File: src/rtl/bcedn_pkg.sv
// Shared definitions for the encoder/decoder pooling-index path.
// Index width helper, default word type and the SRAM read latency.
package bcedn_pkg;

  localparam int unsigned PINDEX_RD_LATENCY = 2;

  localparam int unsigned DEF_PINDEX_WIDTH = 2;
  localparam int unsigned DEF_N_PE         = 1;

  typedef logic [DEF_PINDEX_WIDTH*DEF_N_PE-1:0] pindex_word_t;

  typedef enum logic [1:0] {
    PORT_IDLE  = 2'd0,
    PORT_READ  = 2'd1,
    PORT_WRITE = 2'd2
  } port_op_t;

  // Bits needed to name one position inside a pool window, never less than 1.
  function automatic int unsigned pindex_width(input int unsigned pool_h,
                                               input int unsigned pool_w);
    int unsigned w;
    w = $clog2(pool_h * pool_w);
    return (w < 1) ? 1 : w;
  endfunction

endpackage

File: src/rtl/pindex_wr_fifo.sv
// Write buffer for the pooling-index SRAM: circular queue of (addr, data)
// entries plus a parallel address compare returning the newest match.
module pindex_wr_fifo #(
  parameter int unsigned ADDR_WIDTH = 19,
  parameter int unsigned DATA_WIDTH = 2,
  parameter int unsigned DEPTH      = 4
) (
  input  logic                  clk,
  input  logic                  rst,
  input  logic                  push,
  input  logic [ADDR_WIDTH-1:0] push_addr,
  input  logic [DATA_WIDTH-1:0] push_data,
  input  logic                  pop,
  output logic [ADDR_WIDTH-1:0] head_addr,
  output logic [DATA_WIDTH-1:0] head_data,
  output logic                  full,
  output logic                  empty,
  input  logic [ADDR_WIDTH-1:0] cmp_addr,
  output logic                  cmp_hit,
  output logic [DATA_WIDTH-1:0] cmp_data
);

  localparam int unsigned PTR_W = $clog2(DEPTH);
  localparam int unsigned CNT_W = PTR_W + 1;

  logic [ADDR_WIDTH-1:0] addr_q [DEPTH];
  logic [DATA_WIDTH-1:0] data_q [DEPTH];
  logic [PTR_W-1:0]      head;
  logic [PTR_W-1:0]      tail;
  logic [CNT_W-1:0]      count;
  logic                  do_push;
  logic                  do_pop;

  assign full    = (count == CNT_W'(DEPTH));
  assign empty   = (count == '0);
  // A full FIFO refuses pushes even when a pop frees a slot this cycle.
  assign do_push = push & ~full;
  assign do_pop  = pop & ~empty;

  assign head_addr = addr_q[head];
  assign head_data = data_q[head];

  always_ff @(posedge clk or posedge rst) begin
    if (rst) begin
      head  <= '0;
      tail  <= '0;
      count <= '0;
      for (int unsigned i = 0; i < DEPTH; i++) begin
        addr_q[i] <= '0;
        data_q[i] <= '0;
      end
    end else begin
      if (do_push) begin
        addr_q[tail] <= push_addr;
        data_q[tail] <= push_data;
        tail         <= tail + PTR_W'(1);
      end
      if (do_pop) begin
        head <= head + PTR_W'(1);
      end
      case ({do_push, do_pop})
        2'b10:   count <= count + CNT_W'(1);
        2'b01:   count <= count - CNT_W'(1);
        default: count <= count;
      endcase
    end
  end

  // Walk oldest to newest so the last match left standing is the newest write.
  always_comb begin
    logic [PTR_W-1:0] idx;
    idx      = '0;
    cmp_hit  = 1'b0;
    cmp_data = '0;
    for (int unsigned i = 0; i < DEPTH; i++) begin
      idx = head + PTR_W'(i);
      if ((CNT_W'(i) < count) && (addr_q[idx] == cmp_addr)) begin
        cmp_hit  = 1'b1;
        cmp_data = data_q[idx];
      end
    end
  end

endmodule

File: src/rtl/pindex_sram_arb.sv
// Single-port pooling-index SRAM arbiter: decoder reads always win the port,
// encoder writes queue in a FIFO and are forwarded to reads that hit them.
module pindex_sram_arb
  import bcedn_pkg::*;
#(
  parameter int unsigned PINDEX_WIDTH = pindex_width(2, 2),
  parameter int unsigned N_PE         = 1,
  parameter int unsigned DATA_WIDTH   = PINDEX_WIDTH * N_PE,
  parameter int unsigned ADDR_WIDTH   = 19,
  parameter int unsigned FIFO_DEPTH   = 4
) (
  input  logic                  clk,
  input  logic                  rst,
  input  logic                  wr_req,
  input  logic [ADDR_WIDTH-1:0] wr_addr,
  input  logic [DATA_WIDTH-1:0] wr_data,
  output logic                  wr_ready,
  input  logic                  rd_req,
  input  logic [ADDR_WIDTH-1:0] rd_addr,
  output logic                  rd_valid,
  output logic [DATA_WIDTH-1:0] rd_data,
  output logic                  sram_en,
  output logic                  sram_we,
  output logic [ADDR_WIDTH-1:0] sram_addr,
  output logic [DATA_WIDTH-1:0] sram_wdata,
  input  logic [DATA_WIDTH-1:0] sram_rdata,
  output logic                  wr_idle
);

  localparam int unsigned LAT = PINDEX_RD_LATENCY;

  port_op_t              port_op;
  logic                  fifo_full;
  logic                  fifo_empty;
  logic                  push;
  logic                  pop;
  logic [ADDR_WIDTH-1:0] head_addr;
  logic [DATA_WIDTH-1:0] head_data;
  logic                  fwd_hit;
  logic [DATA_WIDTH-1:0] fwd_data;

  logic [LAT-1:0]        vld_pipe;
  logic                  byp_hit;
  logic [DATA_WIDTH-1:0] byp_data;

  pindex_wr_fifo #(
    .ADDR_WIDTH (ADDR_WIDTH),
    .DATA_WIDTH (DATA_WIDTH),
    .DEPTH      (FIFO_DEPTH)
  ) u_wr_fifo (
    .clk       (clk),
    .rst       (rst),
    .push      (push),
    .push_addr (wr_addr),
    .push_data (wr_data),
    .pop       (pop),
    .head_addr (head_addr),
    .head_data (head_data),
    .full      (fifo_full),
    .empty     (fifo_empty),
    .cmp_addr  (rd_addr),
    .cmp_hit   (fwd_hit),
    .cmp_data  (fwd_data)
  );

  assign wr_ready = ~fifo_full;
  assign wr_idle  = fifo_empty;
  assign push     = wr_req & wr_ready;
  assign pop      = (port_op == PORT_WRITE);

  always_comb begin
    port_op = PORT_IDLE;
    if (rd_req) begin
      port_op = PORT_READ;
    end else if (!fifo_empty) begin
      port_op = PORT_WRITE;
    end
  end

  // Outputs are forced to zero while rst is high so no access escapes
  // during reset even though the port decode is purely combinational.
  always_comb begin
    sram_en    = 1'b0;
    sram_we    = 1'b0;
    sram_addr  = head_addr;
    sram_wdata = head_data;
    case (port_op)
      PORT_READ: begin
        sram_en   = 1'b1;
        sram_addr = rd_addr;
      end
      PORT_WRITE: begin
        sram_en = 1'b1;
        sram_we = 1'b1;
      end
      default: begin
        sram_en = 1'b0;
      end
    endcase
    if (rst) begin
      sram_en    = 1'b0;
      sram_we    = 1'b0;
      sram_addr  = '0;
      sram_wdata = '0;
    end
  end

  // Forward data is captured from the FIFO state at the start of the read
  // cycle, so a write accepted alongside the read is not seen by it.
  always_ff @(posedge clk or posedge rst) begin
    if (rst) begin
      vld_pipe <= '0;
      byp_hit  <= 1'b0;
      byp_data <= '0;
      rd_data  <= '0;
    end else begin
      vld_pipe <= {vld_pipe[LAT-2:0], rd_req};
      if (rd_req) begin
        byp_hit  <= fwd_hit;
        byp_data <= fwd_data;
      end
      if (vld_pipe[LAT-2]) begin
        rd_data <= byp_hit ? byp_data : sram_rdata;
      end
    end
  end

  assign rd_valid = vld_pipe[LAT-1];

endmodule
File: config.mk
export PLATFORM = sky130hd
export DESIGN_NAME = pindex_sram_arb
export DESIGN_NICKNAME = d
export VERILOG_FILES = /design/src/rtl/bcedn_pkg.sv /design/src/rtl/pindex_wr_fifo.sv /design/src/rtl/pindex_sram_arb.sv
export SDC_FILE = /design/constraint.sdc
export NUM_CORES = 1
export LEC_CHECK = 0
export CAP_MARGIN = 30
export CORE_AREA = 2 2 114 116
export CTS_CLUSTER_DIAMETER = 80
export DETAILED_ROUTE_END_ITERATION = 7
export DIE_AREA = 0 0 116 118
export HOLD_SLACK_MARGIN = 0.03
export PLACE_DENSITY_LB_ADDON = 0.2
export SYNTH_ARGS = -nofsm -noshare
export SYNTH_HDL_FRONTEND = slang
export SYNTH_SLANG_ARGS = --single-unit
File: constraint.sdc
create_clock -name clk -period 15.6 [get_ports clk]
set_input_delay 4.68 -clock clk [delete_from_list [all_inputs] [get_ports clk]]
set_output_delay 4.68 -clock clk [all_outputs]
set_load 0.005 [all_outputs]
==> results of run 1 <==
[metrics by stage]
stage	setup slack [ns]	cells	hold WS, ns	total power [mW]	util
6_report	3.932	878	0.4573	1.924	0.6839
5_1_grt	3.833	878	0.4898	2.037	0.6839
4_1_cts	3.924	877	0.4640	1.904	0.6817
3_5_place_dp	3.937	861	0.4493	1.685	0.6596
3_3_place_gp	3.943	861	0.4335	1.644	0.6596
2_1_floorplan	3.856	664	0.4146	1.437	-
[layout by cell type (no fill, tap or decap), types with 7 or more instances in the layout]
master           instances
o211ai_1                 8
a21oi_1                 33
dfrtp_1                 96
clkbuf_16                9
a22oi_1                  7
mux4_2                  37
nor2_1                  27
clkdlybuf4s50_1         73
o21ai_0                  8
buf_4                    9
nand2_1                 50
o221ai_1                 8
ha_1                     9
xnor2_1                 30
mux2_2                  95
inv_1                   11
mux2i_1                 63
xor2_1                  34
[worst max-delay path: cells and delay by family]
| family | cells | cell delay [ns] |
|---|---|---|
| buf+inv | 4 | 1.86 |
| simple gates | 2 | 0.40 |
| compound gates | 1 | 0.04 |
[cell families (layout without fill, tap and decap cells)]
kind of cell    Yosys count  in the layout
mux                     203            203
compound gates          104            104
buf+inv                  71            113
flops                    98             98
simple gates            115            115
fa+ha+maj                 9              9
xor+xnor                 64             64
[registers in the layout, summed over array words and instances, names as in the netlist]
register          flops
u_wr_fifo.addr_q     76
u_wr_fifo.data_q      8
u_wr_fifo.count       3
byp_data              2
rd_data               2
u_wr_fifo.head        2
u_wr_fifo.tail        2
vld_pipe              2
byp_hit               1
[synthesized netlist by cell type (4+ instances only)]
library cell / n / area (um2)
nand4_1: 6 / 37.54
ha_1: 9 / 112.6
o221ai_1: 8 / 70.07
mux4_2: 37 / 833.3
o2bb2ai_1: 5 / 43.79
mux2i_1: 63 / 630.6
a22oi_1: 7 / 52.55
and2_1: 5 / 31.28
nand3_1: 4 / 20.02
o22ai_1: 6 / 37.54
buf_2: 7 / 35.03
o211ai_1: 8 / 60.06
xnor2_1: 30 / 262.8
a21oi_1: 33 / 165.2
o2111ai_1: 4 / 35.03
buf_12: 5 / 100.1
nor2_1: 27 / 101.4
inv_1: 12 / 45.04
o21ai_0: 8 / 40.04
nor3_1: 5 / 25.02
dfrtp_1: 98 / 2452
nand2_1: 50 / 187.7
xor2_1: 34 / 297.8
clkbuf_1: 32 / 120.1
buf_1: 4 / 15.01
nor4_1: 6 / 37.54
mux2_2: 95 / 1070
[area by class of cell]
type                    instances  area [um2]
multi-input cells             495        4663
well taps                     172       215.2
repair buffers                 83       825.8
fillers                       976        3924
clock buffers                  12       246.5
inverters                      14       55.05
flip-flops and latches         98        2457
clock inverters                 4       27.53
[how the worst max path moves through the flow]
| stage | from | cells past startpoint | to | slack, ns |
|---|---|---|---|---|
| floorplan | rst | 2 | sram_wdata[0] | 3.86 |
| global placement | rd_req | 7 | sram_addr[18] | 3.94 |
| detailed placement | rd_req | 7 | sram_addr[18] | 3.94 |
| CTS | rd_req | 7 | sram_addr[18] | 3.92 |
| global route | rd_req | 7 | sram_addr[18] | 3.83 |
| finish | rd_req | 7 | sram_addr[18] | 3.93 |
[power by group through the flow]
stage / Combinational (mW) / Clock, mW / Sequential, mW
floorplan: 0.968 / 0 / 0.469
finish: 1.16 / 0.211 / 0.554
detailed placement: 1.13 / 0 / 0.554
global placement: 1.11 / 0 / 0.536
CTS: 1.14 / 0.215 / 0.549
global route: 1.24 / 0.226 / 0.574
[metal layers]
metal,global-route usage,part of all wire
met1,0.4108,0.39
met4,0.1518,0.044
met3,0.05407,0.077
met2,0.4861,0.49
met5,0,0
==> qor.yml, run 1 <==
global_routing:
  grt_max_degree: 63
  grt_overflow: 0
  grt_pass1_vias: 5886
  track_usage: 0.3088
  grt_antenna_before_repair: 0
  grt_pass1_wl_um: 32280
route:
  routedWlPerCell_um: 22.88
  vias: 5919
  wl_um: 20090
  ant_nets: 0
  vias_per_cell: 6.741
  firstDrtPassIters: 5
  drt-initial-drc-count: 625
  drc: 0
timing:
  max_freq_ghz: 0.08570
  relSlewSlack: 0.4041
  fin_skew_ns: 0.01332
  rsz0062_at_grt: "false"
  maxSlewViolCount: 0
  tns_ns: 0
  min_period_ns: 11.67
  tightest_slew_ns: 0.8929
  finalHoldViolations: 0
  finalCritPeriodShare: 0.7480
  setup_violations: 0
yosys:
  synth-edff-count: 0
  synth_top_family_by_area: "multiplexers"
  syn-mean-instance-area_um2: 11.35
  async_reset_ff_frac: 1.000
  synthCells: 664
  synthAdderAreaFrac: 0.01494
  synth_simple_gate_area_frac: 0.07238
  synth.area.mux_share: 0.3561
  ys_types: 61
  syn_nets: 719
  synth-seq-cells: 98
  synth_xor_area_frac: 0.07437
  synthFlopType: "dfrtp_1"
  seq_area_frac_synth: 0.3254
  synth_compound_gate_area_share: 0.1009
  netlist_area_um2: 7537
  ys_warn_count: 0
place:
  port_buffers: 73
  dpl_cell_area_um2: 8189
  hpwl_um: 14080
  gp_congestion: 0.9278
pwr:
  switching_share: 0.4322
  p_clk_frac: 0.110
  combinationalPowerShare: 0.602
  ir_drop_uv: 100.9
  internal_power_mw: 1.092
  p_switching_uw: 831.4
  power_density_nw_per_um2: 226.5
  seq_power_share: 0.288
  p_leak_nw: 3.413
floorplanning:
  start_util: 0.6071
  num_io_pins: 74
  num_rows: 41
  dieArea_um2: 13690
  die_h_um: 118
  dieWidth_um: 116
  core_area_um2: 12410
cells_and_area:
  drive_gt1_frac: 0.2479
  area_growth_syn_to_layout_pct: 12.65
  antenna_cells: 0
  design_area_um2: 8491
  nets: 756
clocking:
  cts_resized: 0
  clk_latency_ns: 0.36
  cts-root-buf: "clkbuf_16"
  ctsHtreeMaxLevel: 3
  cts_buffers: 9
  cts_tree: "yes"
  clockBufferDepth: 2
  cts_setup_buffers: 0
  clk_pin_slew_ns: 0.07
  ctsHoldBuffers: 0
  clkSinkCount: 98
worst_hold_path:
  hp-class: "reg2reg"
  min_to: "vld_pipe[1]"
  hold_path_startpoint: "vld_pipe[0]"
  hold_depth: 0
worst_setup_path:
  reg2reg_from: "u_wr_fifo.head[0]"
  cp-start-kind: "input pin"
  reg2regPathDepth: 10
  cp.required_ns: 10.92
  cp_slowest_cell: "inv_1"
  end_kind: "output port"
  max_stage_delay_ns: 0.70
  rrSetupSlack_ns: 11.53
  critPathKind: "in2out"
  path_common_cell: "clkdlybuf4s50_1"
  cp_max_fo: 28
  path_cells: "clkdlybuf4s50_1, buf_4, inv_1, and3_1, a21oi_1, nor2_1, clkdlybuf4s50_1"
  reg2reg_to: "byp_data[0]"
  cp.arrival_ns: 6.99
job:
  cap_violations: 0
outcome:
  run_status: "complete, no violations"
No activity file was read; power rests on OpenSTA's default activity.
==> run 2: changes to the inputs <==
--- a/config.mk
+++ b/config.mk
@@ -6,10 +6,10 @@
 export NUM_CORES = 1
 export LEC_CHECK = 0
 export CAP_MARGIN = 30
-export CORE_AREA = 2 2 114 116
+export CORE_AREA = 2 2 123 125
 export CTS_CLUSTER_DIAMETER = 80
 export DETAILED_ROUTE_END_ITERATION = 7
-export DIE_AREA = 0 0 116 118
+export DIE_AREA = 0 0 125 127
 export HOLD_SLACK_MARGIN = 0.03
 export PLACE_DENSITY_LB_ADDON = 0.2
 export SYNTH_ARGS = -nofsm -noshare
==> constraint.sdc (replaced) <==
create_clock -name clk -period 10.7 [get_ports clk]
set_input_delay 3.21 -clock clk [delete_from_list [all_inputs] [get_ports clk]]
set_output_delay 3.21 -clock clk [all_outputs]
set_load 0.005 [all_outputs]
==> run 2 against run 1 <==
Effect of this change:
- worst hold slack improved by 0.019 ns
- utilization decreased by 9.4 points
- die area increased by 16%
- combinational power increased by 46%
- worst setup slack got worse by 1.9 ns
- via count decreased by 3.1%
- clock-buffer cell count unchanged
- critical path depth unchanged
- sequential share of layout area about the same
- total power increased by 47%
- critical path type unchanged
==> qor.yml, run 2 (same netlist as run 1, synthesis figures left out) <==
timing:
  rsz0062_at_grt: "false"
  tightest_slew_ns: 0.9882  # +0.09523 ns
  maxSlewViolCount: 0  # unchanged
  finalHoldViolations: 0  # unchanged
  fin_skew_ns: 0.01180  # -0.001519 ns
  setup_violations: 0  # unchanged
  max_freq_ghz: 0.1149
  finalCritPeriodShare: 0.8137
  tns_ns: 0  # unchanged
  min_period_ns: 8.706
  relSlewSlack: 0.3412  # -0.06283
  worst_slack_ns: 1.994  # -1.938 ns
worst_setup_path:
  cp.arrival_ns: 5.50  # -1.49 ns
  max_stage_delay_ns: 0.68  # -0.02 ns
  end_kind: "output port"
  cp-start-kind: "input pin"
  rrSetupSlack_ns: 6.42  # -5.11 ns
  path_cells: "clkdlybuf4s50_1, buf_4, inv_1, and3_1, a21oi_1, nor2_1, clkdlybuf4s50_1"
  critPathKind: "in2out"
  crit_buf_inv: 4  # unchanged
  critical-path-top-delay-family: "buffers and inverters"
  path_common_cell: "clkdlybuf4s50_1"
  cp.required_ns: 7.49  # -3.43 ns
  cp_max_fo: 28  # unchanged
  cp_slowest_cell: "inv_1"
route:
  firstDrtPassIters: 6  # +1
  drt-initial-drc-count: 375  # -40%
  ant_nets: 0  # unchanged
  vias_per_cell: 6.454  # -4.3%
  wl_um: 21140  # +5.2%
  vias: 5738  # -3.1%
  drc: 0  # unchanged
  routedWlPerCell_um: 23.78  # +3.9%
cells_and_area:
  layout_common_cells: "dfrtp_1, mux2_2, clkdlybuf4s50_1, mux2i_1, nand2_1"
  largestRegisters: "u_wr_fifo.addr_q (76), u_wr_fifo.data_q (8), u_wr_fifo.count (3)"
  area_growth_syn_to_layout_pct: 12.82
  top_register: "u_wr_fifo.addr_q"
  largest_reg_flops: 76  # unchanged
  drive_gt1_frac: 0.2496  # +0.001770
  layout_commonest_cell: "dfrtp_1"
  final_cells: 889  # +1.3%
  nFillCells: 1203  # +23%
  antenna_cells: 0  # unchanged
  nets: 755  # -0.13%
  utilization: 0.5895  # -0.09441
place:
  dp_cells: 873  # +1.4%
  gp_congestion: 0.9294  # +0.17%
  place_ws_ns: 1.974  # -1.962 ns
  hpwl_um: 15100  # +7.3%
  port_buffers: 73  # unchanged
clocking:
  cts_buffers: 9  # unchanged
  cts_setup_buffers: 0  # unchanged
  cts_resized: 0  # unchanged
  clkSinkCount: 98  # unchanged
  ctsHtreeMaxLevel: 3  # unchanged
  cts_tree: "yes"
  clockBufferDepth: 2  # unchanged
  cts-root-buf: "clkbuf_16"
  clk_pin_slew_ns: 0.07  # about the same
  clk_latency_ns: 0.36  # about the same
  ctsHoldBuffers: 0  # unchanged
floorplanning:
  start_util: 0.5226  # -0.08458
  num_rows: 44  # +7.3%
  core_area_um2: 14420  # +16%
  dieWidth_um: 125  # +7.8%
  die_h_um: 127  # +7.6%
  num_io_pins: 74  # unchanged
  dieArea_um2: 15880  # +16%
global_routing:
  grt_pass1_wl_um: 33630  # +4.2%
  grt_overflow: 0  # unchanged
  grt_antenna_before_repair: 0  # unchanged
  grt_pass1_vias: 5900  # +0.24%
  track_usage: 0.2726  # -0.03623
  grt_max_degree: 69  # +9.5%
pwr:
  combinationalPowerShare: 0.596  # -0.006
  internal_power_mw: 1.600  # +46%
  p_leak_nw: 3.417  # +0.12%
  seq_power_share: 0.288  # about the same
  ir_drop_uv: 162.6  # +61%
  power_density_nw_per_um2: 332.6  # +47%
  p_switching_mw: 1.228  # +48%
  switching_share: 0.4343  # +0.002074
  p_clk_frac: 0.116  # +0.006
outcome:
  run_status: "complete, no violations"
worst_hold_path:
  hp-class: "reg2reg"
job:
  cap_violations: 0  # unchanged
==> run 2: stage by stage <==
step,power [mW],instance area [um2],hold WS (ns)
after global routing,2.998,8503,0.5010
after CTS,2.823,8503,0.4871
final,2.828,8503,0.4762
after global placement,2.441,8204,0.4422
after floorplan,2.096,7537,0.4146
after detailed placement,2.487,8204,0.4674
==> run 2: power groups by stage <==
stage               clock [mW]  sequential [mW]  combinational [mW]
CTS                      0.334            0.809                1.68
finish                   0.328            0.814                1.69
global placement             0            0.789                1.65
detailed placement           0            0.817                1.67
global route             0.349            0.845                1.80
floorplan                    0            0.684                1.41
==> run 2: final timing paths <==
kind,to,depth (start not counted),start
min in group asynchronous,byp_hit,3,rst
max,sram_addr[18],7,rd_req
min,vld_pipe[1],0,vld_pipe[0]
max reg2reg,byp_data[1],9,u_wr_fifo.head[0]
min reg2reg,vld_pipe[1],0,vld_pipe[0]
max in group asynchronous,u_wr_fifo.addr_q[65],4,rst
==> run 2: cell type report <==
| class | count | area [um2] | area share |
|---|---|---|---|
| Clock buffer | 12 | 266.5 | 0.03134 |
| Clock inverter | 4 | 32.53 | 0.003826 |
| Inverter | 14 | 55.05 | 0.006474 |
| Multi-Input combinational cell | 495 | 4663 | 0.5484 |
| Sequential cell | 98 | 2457 | 0.2890 |
| Tap cell | 184 | 230.2 | 0.02707 |
| Timing Repair Buffer | 82 | 798.3 | 0.09388 |
==> run 2: per-layer routing <==
layer | part of all wire | track usage | wire, um | vias to the layer above
met5 | 0 | 0 | 0 | -
met4 | 0.025 | 0.1078 | 534 | 0
met1 | 0.43 | 0.3559 | 9063 | 2937
met2 | 0.50 | 0.4620 | 10500 | 199
met3 | 0.049 | 0.03978 | 1037 | 35
li1 | - | - | - | 2567
==> run 3: changes to the inputs <==
--- a/config.mk
+++ b/config.mk
@@ -6,10 +6,10 @@
 export NUM_CORES = 1
 export LEC_CHECK = 0
 export CAP_MARGIN = 30
-export CORE_AREA = 2 2 123 125
+export CORE_AREA = 2 2 117 119
 export CTS_CLUSTER_DIAMETER = 80
 export DETAILED_ROUTE_END_ITERATION = 7
-export DIE_AREA = 0 0 125 127
+export DIE_AREA = 0 0 119 121
 export HOLD_SLACK_MARGIN = 0.03
 export PLACE_DENSITY_LB_ADDON = 0.2
 export SYNTH_ARGS = -nofsm -noshare
==> constraint.sdc (replaced) <==
create_clock -name clk -period 8.04 [get_ports clk]
set_input_delay 2.412 -clock clk [delete_from_list [all_inputs] [get_ports clk]]
set_output_delay 2.412 -clock clk [all_outputs]
set_load 0.005 [all_outputs]
==> run 3 against run 2 <==
Effect of this change:
- sequential power rose by 34%
- clock power up 49%
- critical path depth shrank 1
- cell count is 0.45% lower
- total power up 35%
- combinational power rose by 33%
==> qor.yml, run 3 (same netlist as run 1, synthesis figures left out) <==
outcome:
  run_status: "complete, no violations"
place:
  port_buffers: 73  # unchanged
  dp_cells: 869  # -0.46%
  hpwl_um: 14930  # -1.2%
  gp_congestion: 0.9237  # -0.61%
route:
  ant_nets: 0  # unchanged
  vias: 5667  # -1.2%
  wl_um: 20730  # -1.9%
  firstDrtPassIters: 5  # -1
  routedWlPerCell_um: 23.43  # -1.5%
  drt-initial-drc-count: 391  # +4.3%
  vias_per_cell: 6.403  # -0.79%
  drc: 0  # unchanged
global_routing:
  track_usage: 0.3013  # +0.02877
  grt_antenna_before_repair: 0  # unchanged
  grt_pass1_vias: 5802  # -1.7%
  grt_max_degree: 53  # -23%
  grt_overflow: 0  # unchanged
  grt_pass1_wl_um: 32860  # -2.3%
clocking:
  clk_latency_ns: 0.36  # about the same
  clk_pin_slew_ns: 0.07  # about the same
  ctsHoldBuffers: 0  # unchanged
  cts_tree: "yes"
  clkSinkCount: 98  # unchanged
  cts_buffers: 9  # unchanged
  cts_resized: 0  # unchanged
  clockBufferDepth: 2  # unchanged
  cts_setup_buffers: 0  # unchanged
  ctsHtreeMaxLevel: 3  # unchanged
  cts-root-buf: "clkbuf_16"
cells_and_area:
  largestRegisters: "u_wr_fifo.addr_q (76), u_wr_fifo.data_q (8), u_wr_fifo.count (3)"
  drive_gt1_frac: 0.2539  # +0.004233
  antenna_cells: 0  # unchanged
  area_growth_syn_to_layout_pct: 13.61
  top_register: "u_wr_fifo.addr_q"
  largest_reg_flops: 76  # unchanged
  layout_common_cells: "dfrtp_1, mux2_2, clkdlybuf4s50_1, mux2i_1, nand2_1"
  nFillCells: 1062  # -12%
  nets: 759  # +0.53%
  layout_commonest_cell: "dfrtp_1"
  final_cells: 885  # -0.45%
timing:
  finalHoldViolations: 0  # unchanged
  fin_skew_ns: 0.006933  # -0.004864 ns
  max_freq_ghz: 0.1452
  finalCritPeriodShare: 0.8564
  setup_violations: 0  # unchanged
  relSlewSlack: 0.4109  # +0.06972
  min_period_ns: 6.885
  tightest_slew_ns: 0.8826  # -0.1056 ns
  rsz0062_at_grt: "false"
  maxSlewViolCount: 0  # unchanged
  tns_ns: 0  # unchanged
worst_setup_path:
  cp_slowest_cell: "inv_1"
  path_cells: "clkdlybuf4s50_1, inv_1, and3_1, a21oi_1, nor2_1, clkdlybuf4s50_1"
  cp-start-kind: "input pin"
  end_kind: "output port"
  reg2reg_to: "byp_data[1]"
  cp_max_fo: 22  # -21%
  critPathKind: "in2out"
  reg2reg_from: "u_wr_fifo.head[0]"
  max_stage_delay_ns: 0.65  # -0.03 ns
  cp.arrival_ns: 4.47  # -1.03 ns
  path_common_cell: "clkdlybuf4s50_1"
  rrSetupSlack_ns: 3.89  # -2.53 ns
  cp.required_ns: 5.63  # -1.86 ns
  reg2regPathDepth: 9  # unchanged
worst_hold_path:
  hold_path_startpoint: "vld_pipe[0]"
  hp-class: "reg2reg"
  hold_depth: 0  # unchanged
  min_to: "vld_pipe[1]"
job:
  cap_violations: 0  # unchanged
floorplanning:
  num_io_pins: 74  # unchanged
  dieWidth_um: 119  # -4.8%
  dieArea_um2: 14400  # -9.3%
  num_rows: 42  # -4.5%
  die_h_um: 121  # -4.7%
  core_area_um2: 13090  # -9.3%
  start_util: 0.5760  # +0.05346
pwr:
  power_density_nw_per_um2: 445.9  # +34%
  ir_drop_uv: 183.8  # +13%
  p_leak_nw: 3.461  # +1.3%
run 3: how the worst max path moves through the flow:
| stage | depth (start not counted) | to | from |
|---|---|---|---|
| 2_1_floorplan | 2 | sram_wdata[0] | rst |
| 3_3_place_gp | 3 | sram_addr[6] | rst |
| 3_5_place_dp | 6 | sram_addr[18] | rd_req |
| 4_1_cts | 6 | sram_addr[18] | rd_req |
| 5_1_grt | 6 | sram_addr[18] | rd_req |
| 6_report | 6 | sram_addr[18] | rd_req |
run 3: where the power goes:
group          internal, mW  total (mW)  switching [mW]  leakage [nW]
clock                 0.279       0.488           0.209         0.163
sequential            0.734        1.09           0.356          1.16
combinational          1.16        2.24            1.08          2.13
run 3: per-layer routing:
metal / global-route usage / share of wire
met5: 0 / 0
met4: 0.1213 / 0.025
met3: 0.04370 / 0.055
met2: 0.5154 / 0.50
met1: 0.3867 / 0.42
run 3: worst max-delay path: cells and delay by family:
kind	cells	cell delay, ns
simple gates	2	0.42
compound gates	1	0.05
buf+inv	3	1.58
run 3: metrics by stage:
| stage | utilization | area [um2] | total power, mW | setup slack, ns | hold slack [ns] |
|---|---|---|---|---|---|
| finish | 0.6544 | 8563 | 3.819 | 1.155 | 0.4614 |
| global route | 0.6544 | 8563 | 4.047 | 1.092 | 0.4825 |
| CTS | 0.6544 | 8563 | 3.811 | 1.170 | 0.4597 |
| detailed placement | 0.6291 | 8232 | 3.313 | 1.186 | 0.4479 |
| global placement | 0.6279 | 8217 | 3.242 | 1.233 | 0.4277 |
| floorplan | - | 7537 | 2.789 | 0.8324 | 0.4146 |
run 3: final cells by class:
| cell class | instances | area [um2] | area share |
|---|---|---|---|
| tap | 176 | 220.2 | 0.02572 |
| sequential | 98 | 2457 | 0.2870 |
| inverter | 14 | 55.05 | 0.006429 |
| clock buffer | 9 | 225.2 | 0.02630 |
| timing repair buffer | 86 | 835.8 | 0.09760 |
| clock inverter | 7 | 106.4 | 0.01242 |
| multi-input combinational | 495 | 4663 | 0.5446 |
